--- src/rtl/ins_seq_pkg.sv ---
// ins_seq_pkg: opcodes, one-hot op bit positions and FSM states for the sequenced decoder
package ins_seq_pkg;
  localparam logic [3:0] OPC_MOV   = 4'b1100;
  localparam logic [3:0] OPC_ADD   = 4'b1001;
  localparam logic [3:0] OPC_SUB   = 4'b0110;
  localparam logic [3:0] OPC_AND   = 4'b1011;
  localparam logic [3:0] OPC_NOT   = 4'b0101;
  localparam logic [3:0] OPC_SHIFT = 4'b1010;
  localparam logic [3:0] OPC_JUMP  = 4'b0011;
  localparam logic [3:0] OPC_IN    = 4'b0010;
  localparam logic [3:0] OPC_OUT   = 4'b0100;
  localparam logic [3:0] OPC_NOP   = 4'b0111;
  localparam logic [3:0] OPC_HALT  = 4'b1000;
  localparam int OP_MOVA = 0;
  localparam int OP_MOVB = 1;
  localparam int OP_MOVC = 2;
  localparam int OP_ADD  = 3;
  localparam int OP_SUB  = 4;
  localparam int OP_AND  = 5;
  localparam int OP_NOT  = 6;
  localparam int OP_RSR  = 7;
  localparam int OP_RSL  = 8;
  localparam int OP_JMP  = 9;
  localparam int OP_JZ   = 10;
  localparam int OP_JC   = 11;
  localparam int OP_IN   = 12;
  localparam int OP_OUT  = 13;
  localparam int OP_NOP  = 14;
  localparam int OP_HALT = 15;
  typedef enum logic [1:0] {S_FETCH, S_EXEC, S_WAIT_IO, S_HALT} state_e;
endpackage

--- src/rtl/ins_opcode_dec.sv ---
// ins_opcode_dec: combinational instruction word to one-hot op plus class flags
module ins_opcode_dec
  import ins_seq_pkg::*;
#(
  parameter int IR_W = 8
) (
  input  logic [IR_W-1:0] ir,
  output logic [15:0]     op,
  output logic            illegal,
  output logic            is_jump,
  output logic            is_io,
  output logic            is_halt
);
  logic [3:0] opc;
  logic [3:0] m;
  assign opc = ir[IR_W-1 -: 4];
  assign m   = ir[3:0];
  // map opcode and mode bits to exactly the op bits they select; unknown opcodes leave op clear
  always_comb begin
    op      = '0;
    illegal = 1'b0;
    case (opc)
      OPC_MOV: begin
        op[OP_MOVB] = m[3] & m[2];
        op[OP_MOVC] = ~(m[3] & m[2]) & m[1] & m[0];
        op[OP_MOVA] = ~(m[3] & m[2]) & ~(m[1] & m[0]);
      end
      OPC_ADD:   op[OP_ADD] = 1'b1;
      OPC_SUB:   op[OP_SUB] = 1'b1;
      OPC_AND:   op[OP_AND] = 1'b1;
      OPC_NOT:   op[OP_NOT] = 1'b1;
      OPC_SHIFT: begin
        op[OP_RSR] = m[1:0] == 2'b00;
        op[OP_RSL] = m[1:0] != 2'b00;
      end
      OPC_JUMP: begin
        op[OP_JC]  = m[1];
        op[OP_JZ]  = m[0];
        op[OP_JMP] = m[1:0] == 2'b00;
      end
      OPC_IN:   op[OP_IN]   = 1'b1;
      OPC_OUT:  op[OP_OUT]  = 1'b1;
      OPC_NOP:  op[OP_NOP]  = 1'b1;
      OPC_HALT: op[OP_HALT] = 1'b1;
      default:  illegal     = 1'b1;
    endcase
  end
  assign is_jump = opc == OPC_JUMP;
  assign is_io   = (opc == OPC_IN) || (opc == OPC_OUT);
  assign is_halt = opc == OPC_HALT;
endmodule

--- src/rtl/ins_seq_decoder.sv ---
// ins_seq_decoder: registered instruction decoder with PC control, I/O wait/timeout and halt FSM
module ins_seq_decoder
  import ins_seq_pkg::*;
#(
  parameter int IR_W  = 8,
  parameter int IO_TO = 16
) (
  input  logic            clk,
  input  logic            rst,
  input  logic            en,
  input  logic [IR_W-1:0] ir_in,
  input  logic            ir_valid,
  output logic            ir_ready,
  input  logic            zf,
  input  logic            cf,
  input  logic            io_ack,
  input  logic            resume,
  output logic [15:0]     op,
  output logic            op_valid,
  output logic            pc_inc,
  output logic            pc_load,
  output logic            halted,
  output logic            illegal,
  output logic            io_timeout
);
  localparam int CW = $clog2(IO_TO);
  state_e          state_q, state_d;
  logic [IR_W-1:0] ir_q, ir_d;
  logic            zf_q, zf_d, cf_q, cf_d;
  logic [CW-1:0]   cnt_q, cnt_d;
  logic [15:0]     dec_op;
  logic            dec_ill, is_jump, is_io, is_halt, taken, to_hit, busy;
  ins_opcode_dec #(.IR_W(IR_W)) u_dec (
    .ir      (ir_q),
    .op      (dec_op),
    .illegal (dec_ill),
    .is_jump (is_jump),
    .is_io   (is_io),
    .is_halt (is_halt)
  );
  assign taken  = dec_op[OP_JMP] | (dec_op[OP_JZ] & zf_q) | (dec_op[OP_JC] & cf_q);
  assign to_hit = cnt_q == CW'(IO_TO - 1);
  assign busy   = (state_q == S_EXEC) || (state_q == S_WAIT_IO);
  // state, instruction, flag and timeout registers; en=0 freezes all of them
  always_ff @(posedge clk) begin
    if (rst) begin
      state_q <= S_FETCH;
      ir_q    <= '0;
      zf_q    <= 1'b0;
      cf_q    <= 1'b0;
      cnt_q   <= '0;
    end else if (en) begin
      state_q <= state_d;
      ir_q    <= ir_d;
      zf_q    <= zf_d;
      cf_q    <= cf_d;
      cnt_q   <= cnt_d;
    end
  end
  // next state: capture word and flags on accept, route EXEC by instruction class, count I/O wait
  always_comb begin
    state_d = state_q;
    ir_d    = ir_q;
    zf_d    = zf_q;
    cf_d    = cf_q;
    cnt_d   = cnt_q;
    case (state_q)
      S_FETCH: if (ir_valid) begin
        ir_d    = ir_in;
        zf_d    = zf;
        cf_d    = cf;
        state_d = S_EXEC;
      end
      S_EXEC: begin
        cnt_d   = '0;
        state_d = is_io ? S_WAIT_IO : is_halt ? S_HALT : S_FETCH;
      end
      S_WAIT_IO: begin
        cnt_d   = cnt_q + 1'b1;
        state_d = (io_ack || to_hit) ? S_FETCH : S_WAIT_IO;
      end
      S_HALT:  state_d = resume ? S_FETCH : S_HALT;
      default: state_d = S_FETCH;
    endcase
  end
  // outputs decoded from registered state and instruction; strobes and pulses gated by en
  always_comb begin
    ir_ready   = en && state_q == S_FETCH;
    op         = busy ? dec_op : '0;
    op_valid   = en && ((state_q == S_EXEC && !dec_ill) || state_q == S_WAIT_IO);
    pc_load    = en && state_q == S_EXEC && is_jump && taken;
    pc_inc     = en && ((state_q == S_EXEC && (is_jump ? !taken : !(is_io || is_halt)))
                        || (state_q == S_WAIT_IO && (io_ack || to_hit)));
    halted     = state_q == S_HALT;
    illegal    = en && state_q == S_EXEC && dec_ill;
    io_timeout = en && state_q == S_WAIT_IO && !io_ack && to_hit;
  end
endmodule

--- config.mk ---
export PLATFORM = sky130hd
export DESIGN_NAME = ins_seq_decoder
export DESIGN_NICKNAME = d
export VERILOG_FILES = /design/src/rtl/ins_seq_pkg.sv /design/src/rtl/ins_opcode_dec.sv /design/src/rtl/ins_seq_decoder.sv
export SDC_FILE = /design/constraint.sdc
export NUM_CORES = 1
export LEC_CHECK = 0
export BUFFER_PORTS_ARGS = -buffer_cell sky130_fd_sc_hd__buf_2
export CAP_MARGIN = 20
export CORE_UTILIZATION = 45
export DETAILED_ROUTE_END_ITERATION = 8
export HOLD_SLACK_MARGIN = 0.03
export PLACE_DENSITY = 0.74
export SYNTH_ARGS = -nofsm -noshare
export SYNTH_HDL_FRONTEND = slang
export SYNTH_SLANG_ARGS = --single-unit
--- constraint.sdc ---
create_clock -name clk -period 2.1 [get_ports clk]
set_input_delay 0.42 -clock clk [delete_from_list [all_inputs] [get_ports clk]]
set_output_delay 0.42 -clock clk [all_outputs]
set_load 0.005 [all_outputs]
==> results of run 1 <==
==> flip-flops by register name, summed over array words and instances, names as in the netlist <==
register and count:
ir_q 8, zf_q 1, state_q 2, cnt_q 4
cf_q 1
==> worst max-delay path, delay by kind of cell (launching register included) <==
kind / cells / cell delay [ns]
simple gates: 3 / 0.52
flops: 1 / 0.37
fa+ha+maj: 1 / 0.28
buf+inv: 2 / 0.19
==> logic make-up after synthesis <==
| family | share of synthesized area [%] |
|---|---|
| multiplexers | 0.967 |
| AO/OA/AOI/OAI | 18.6 |
| buffers and inverters | 6.04 |
| XOR/XNOR | 0.847 |
| AND/OR/NAND/NOR | 36.5 |
| adder cells (fa/ha/maj) | 6.05 |
| flip-flops | 31.0 |
==> cell usage after synthesis (all sizes together) <==
cell type,n,share of area (%)
nor2b,5,3.0
o21ai,3,1.5
nor3,6,2.9
a311oi,1,0.85
a2111oi,1,0.85
a211o,1,0.85
nand4,1,0.60
a31oi,1,0.60
nor4bb,1,0.97
a21oi,15,7.3
o211ai,1,0.73
xnor2,1,0.85
mux2i,1,0.97
o32ai,1,0.85
nand3,4,1.9
inv,3,1.1
o21a,2,1.5
ha,5,6.0
nand4bb,1,1.1
and2,3,1.8
o31ai,1,0.73
nand2,28,10
nor4,2,1.2
buf,8,4.1
a211oi,2,1.5
a21o,1,0.73
clkbuf,2,0.85
nor2,11,4.0
nand2b,5,3.0
and3,3,1.9
a22o,1,0.85
or4b,1,0.97
nand3b,4,2.9
dfxtp,16,31
==> layout make-up <==
type / count / area [sq um] / area share, %
well taps: 27 / 33.8 / 2.60
flip-flops and latches: 16 / 323 / 24.8
clock buffers: 3 / 22.5 / 1.73
repair buffers: 43 / 228 / 17.5
multi-input cells: 113 / 683 / 52.5
inverters: 3 / 11.3 / 0.865
==> per-stage QoR <==
step	cell area, sq um	total power, uW	cells
global placement	1210	428	197
finish	1300	593	205
detailed placement	1210	432	197
CTS	1260	592	201
floorplan	1030	402	142
global route	1300	629	205
==> power groups by stage <==
stage,sequential [uW],clock (uW),combinational (uW)
floorplan,326,0,75.8
global placement,338,0,90.2
detailed placement,339,0,92.4
CTS,333,160,99.0
global route,337,172,120
finish,334,152,108
==> per-layer routing <==
layer / wire length [um] / vias to the layer above / global-route usage, %
met2: 1230 / 45 / 32.7
met5: 0 / - / 0
met1: 1210 / 517 / 29.6
met3: 157 / 2 / 1.85
met4: 9 / 0 / 4.29
li1: - / 568 / -
==> what timing repair did <==
item                                    CTS  global route
resized for setup                         6             4
pin swaps                                 0             1
setup buffers                             1             4
endpoints found under the setup margin   10             9
==> layout by cell type (no fill, tap or decap), types with 2 or more instances in the layout <==
cell type / Yosys / layout
dfxtp_1: 16 / 14
inv_2: 0 / 2
dfxtp_2: 0 / 2
and3_1: 2 / 2
ha_1: 5 / 4
buf_2: 4 / 38
nor2b_1: 5 / 4
a21oi_1: 15 / 14
nand2b_1: 5 / 4
nor3_1: 6 / 5
and2_1: 3 / 3
nor4_1: 2 / 2
o21ai_0: 2 / 2
clkbuf_4: 0 / 3
nand3b_1: 4 / 4
nor2_1: 11 / 11
buf_4: 2 / 5
a211oi_1: 2 / 2
o21a_1: 2 / 2
nand3_1: 4 / 4
nand2_1: 28 / 28
==> final timing paths <==
check             depth (start not counted)  slack [ns]        from  endpoint
setup / recovery                          6        0.04  state_q[0]     op[2]
hold / removal                            3        0.38    ir_in[3]   ir_q[3]
setup reg to reg                          6        0.46  state_q[0]  cnt_q[3]
hold reg to reg                           2        0.46     ir_q[3]   ir_q[3]
==> flow_summary.ini, run 1 <==
[floorplanning]
die_area_sq_um = 2500
die_w_um = 50.0
coreArea_sq_um = 2060
num_rows = 16
fp.dieH_um = 50.0
initial_core_util_pct = 50.2
boundaryPins = 39

[setup_path]
cp-start-kind = flop
critPathKind = flop to output pin
cpMostUsedCell = nand3b_1
cpMaxStageDelayCell = dfxtp_2
worstPathRequired_ns = 1.68
crit_chain = inv_2 > ha_4 > nand3b_1 > nand3b_1 > nor2_1 > buf_2
critPathMaxStageDelay_ns = 0.37
path_max_fanout = 4
critPathArrivalTime_ns = 1.64
cp-end-kind = output pin

[synthesis]
synth_area_per_cell_sq_um = 7.29
synth_seq_area_share_pct = 31.0
synth_fp_nets = 163
netlist_instances = 142
ys_ff_latch = 16
yosysWarnings = 0
mappedNetlistArea_sq_um = 1030
synth_cell_types = 39

[timing]
fmaxAchievable_ghz = 0.486
final_max_slew_viol_count = 0
max_slew.worst_pin.slew_ns = 0.414
finClkSkew_ns = 0.00121
post-route-period-util_pct = 98.0
rsz0062_at_grt = true
finalHoldViolCount = 0
slew_headroom_pct = 71.7
setup_viol = 0
finalWorstSetupSlack_ns = 0.0422
setup_tns_ns = 0
period_needed_ns = 2.06
holdWs_ns = 0.376

[job]
maxCapViolations = 0

[cts]
htree_num_levels = 1
clock_sinks = 16
cts_tree = built
postCtsHoldBufs = 0
cts_root_buf = clkbuf_4
numCtsBuffers = 3
clkLatencyLatePin_ns = 0.27
clockBufferDepth = 2
path_clk_slew_ns = 0.08

[pwr]
p_seq_share_pct = 56.3
swShare_pct = 27.2
ir_drop_uv = 288
pwr-share-clk_pct = 25.6
p_leak_uw = 0.000583
internal_power_uw = 432
p_switching_uw = 161
comb_power_share_pct = 18.1
powerDensity_nw_per_um2 = 456

[drt]
drt_iter0_markers = 33
num_vias = 1132
detail-route-antenna-nets = 0
drcViolationCount = 0
drt-total-wl_mm = 2.61
vias_per_cell = 5.52
avgRoutedWirePerCell_um = 12.7
drt-pass1-iter-count = 4

[global_routing]
globalRoute.totalOverflow = 0
antenna_found_initial = 0
grt_use_total_pct = 20.5
grt_max_degree = 20
grt_pass1_vias = 899
grt_pass1_wl_mm = 3.98

[final_layout]
area_growth_pct = 25.8
drive_above_1_share_pct = 31.5
antenna_cells = 0
fill_cells = 202
fin_util_pct = 63.1
final_nets = 201

[place]
dp_slack_ns = 0.0580
portBuffers = 38
dp.final_hpwl_mm = 1.87
gp_congestion = 0.851

[hold_path]
hp-class = input pin to flop

[outcome]
outcome = complete, no violations
(Power assumes the default switching activity.)
==> run 2: changes to the inputs <==
- clock period: 2.1 -> 2.4 ns (I/O delays scaled with it)
==> run 2 against run 1 <==
Against the previous run: final area decreased by 4.0%; total power decreased by 14%; clock skew increased by 0.00080 ns; non-clock buffer count decreased by 5; die area unchanged; first-iteration DRC count increased by 6.1%; hold slack improved by 0.063 ns; count of clock-buffer cells in the layout unchanged; largest cell class unchanged.
==> flow_summary.ini, run 2 (synthesized netlist as in run 1, its figures left out) <==
[timing]
holdWs_ns = 0.439
rsz0062_at_grt = false
max_slew.worst_pin.slew_ns = 0.417
finClkSkew_ns = 0.00201
fmaxAchievable_ghz = 0.457
period_needed_ns = 2.19
slew_headroom_pct = 71.5
setup_viol = 0
post-route-period-util_pct = 91.1
setup_tns_ns = 0
final_max_slew_viol_count = 0
finalHoldViolCount = 0

[final_layout]
largestRegisters = ir_q x8, cnt_q x4, state_q x2
final_nets = 196
final_cells = 200
largest_register = ir_q
fill_cells = 208
final_common_cell = buf_2
drive_above_1_share_pct = 26.0
area_growth_pct = 20.7
largest_register_ffs = 8
antenna_cells = 0
final_cell_mix = buf_2, nand2_1, a21oi_1, dfxtp_1, nor2_1

[cts]
numCtsBuffers = 3
htree_num_levels = 1
path_clk_slew_ns = 0.08
clockBufferDepth = 2
clkLatencyLatePin_ns = 0.27
cts_root_buf = clkbuf_4
cts_tree = built
clock_sinks = 16

[floorplanning]
die_w_um = 50.0
coreArea_sq_um = 2060
fp.dieH_um = 50.0
boundaryPins = 39
num_rows = 16
initial_core_util_pct = 50.2
die_area_sq_um = 2500

[pwr]
ir_drop_uv = 250
pwr-share-clk_pct = 25.9
powerDensity_nw_per_um2 = 408
p_seq_share_pct = 57.2
p_leak_uw = 0.000549
comb_power_share_pct = 16.9
internal_power_uw = 372
swShare_pct = 27.0
p_switching_uw = 137
finalPower_uw = 510

[global_routing]
globalRoute.totalOverflow = 0
grt_pass1_vias = 911
grt_max_degree = 20
grt_use_total_pct = 20.5
antenna_found_initial = 0
grt_pass1_wl_mm = 3.98

[setup_path]
critPathArrivalTime_ns = 1.71
worstPathRequired_ns = 1.92
cp-end-kind = output pin
cp-start-kind = flop
path_max_fanout = 8
critPathKind = flop to output pin

[drt]
avgRoutedWirePerCell_um = 12.1
drt_iter0_markers = 35
num_vias = 1109
drt-total-wl_mm = 2.41
detail-route-antenna-nets = 0
drt-pass1-iter-count = 4
vias_per_cell = 5.55
drcViolationCount = 0

[place]
portBuffers = 38
dpl.cell_count = 197
dp.final_hpwl_mm = 1.87
gp_congestion = 0.851

[job]
maxCapViolations = 0

[outcome]
outcome = complete, no violations

[hold_path]
hp-class = input pin to flop
[run 2: changes by cell type in the layout (fill, tap and decap cells not counted), sizes merged]
cell  change
buf       -5
[run 2: metrics by stage]
step	worst slack, ns	area [sq um]	util [%]
CTS	0.0221	1230	59.8
floorplan	0.646	1030	-
global placement	0.484	1210	58.6
detailed placement	0.298	1210	58.6
global route	0.0481	1250	60.6
finish	0.213	1250	60.6
[run 2: what timing repair did]
action                                  in CTS  in global routing
gates resized for setup                      1                  3
buffers inserted                             0                  0
cloned                                       0                  0
endpoints found under the setup margin       1                  2
hold buffers                                 0                  0
hold endpoints to repair                     0                  0
[run 2: final timing paths]
check              from  endpoint  slack [ns]  depth (start not counted)
min            ir_in[3]   ir_q[3]        0.44                          3
max reg2reg  state_q[0]  cnt_q[3]        0.78                          5
max          state_q[1]     op[7]        0.21                          6
min reg2reg     ir_q[3]   ir_q[3]        0.46                          2
[run 2: final cells by class]
type	count	area, sq um	area share (%)
Multi-Input combinational cell	113	669	53.6
Sequential cell	16	322	25.8
Tap cell	27	33.8	2.71
Inverter	3	11.3	0.902
Clock buffer	3	22.5	1.80
Timing Repair Buffer	38	190	15.2
[run 2: critical path, cell delays in order, from the launching register on]
cell,delay [ns]
dfxtp_1,0.38
inv_1,0.12
ha_4,0.33
nand3b_1,0.16
nand2b_1,0.22
nor3_2,0.11
buf_2,0.13
[run 2: metal layers]
layer | track usage [%] | routed length (um)
met5 | 0 | 0
met4 | 4.76 | 9
met3 | 1.85 | 153
met2 | 33.1 | 1100
met1 | 29.0 | 1150
[run 2: power by group through the flow]
stage | registers (uW) | clock network [uW] | logic (uW)
after global placement | 296 | 0 | 78.9
after global routing | 294 | 150 | 97.2
after floorplan | 285 | 0 | 66.3
after detailed placement | 297 | 0 | 80.8
after CTS | 291 | 140 | 81.9
final | 292 | 132 | 86.1
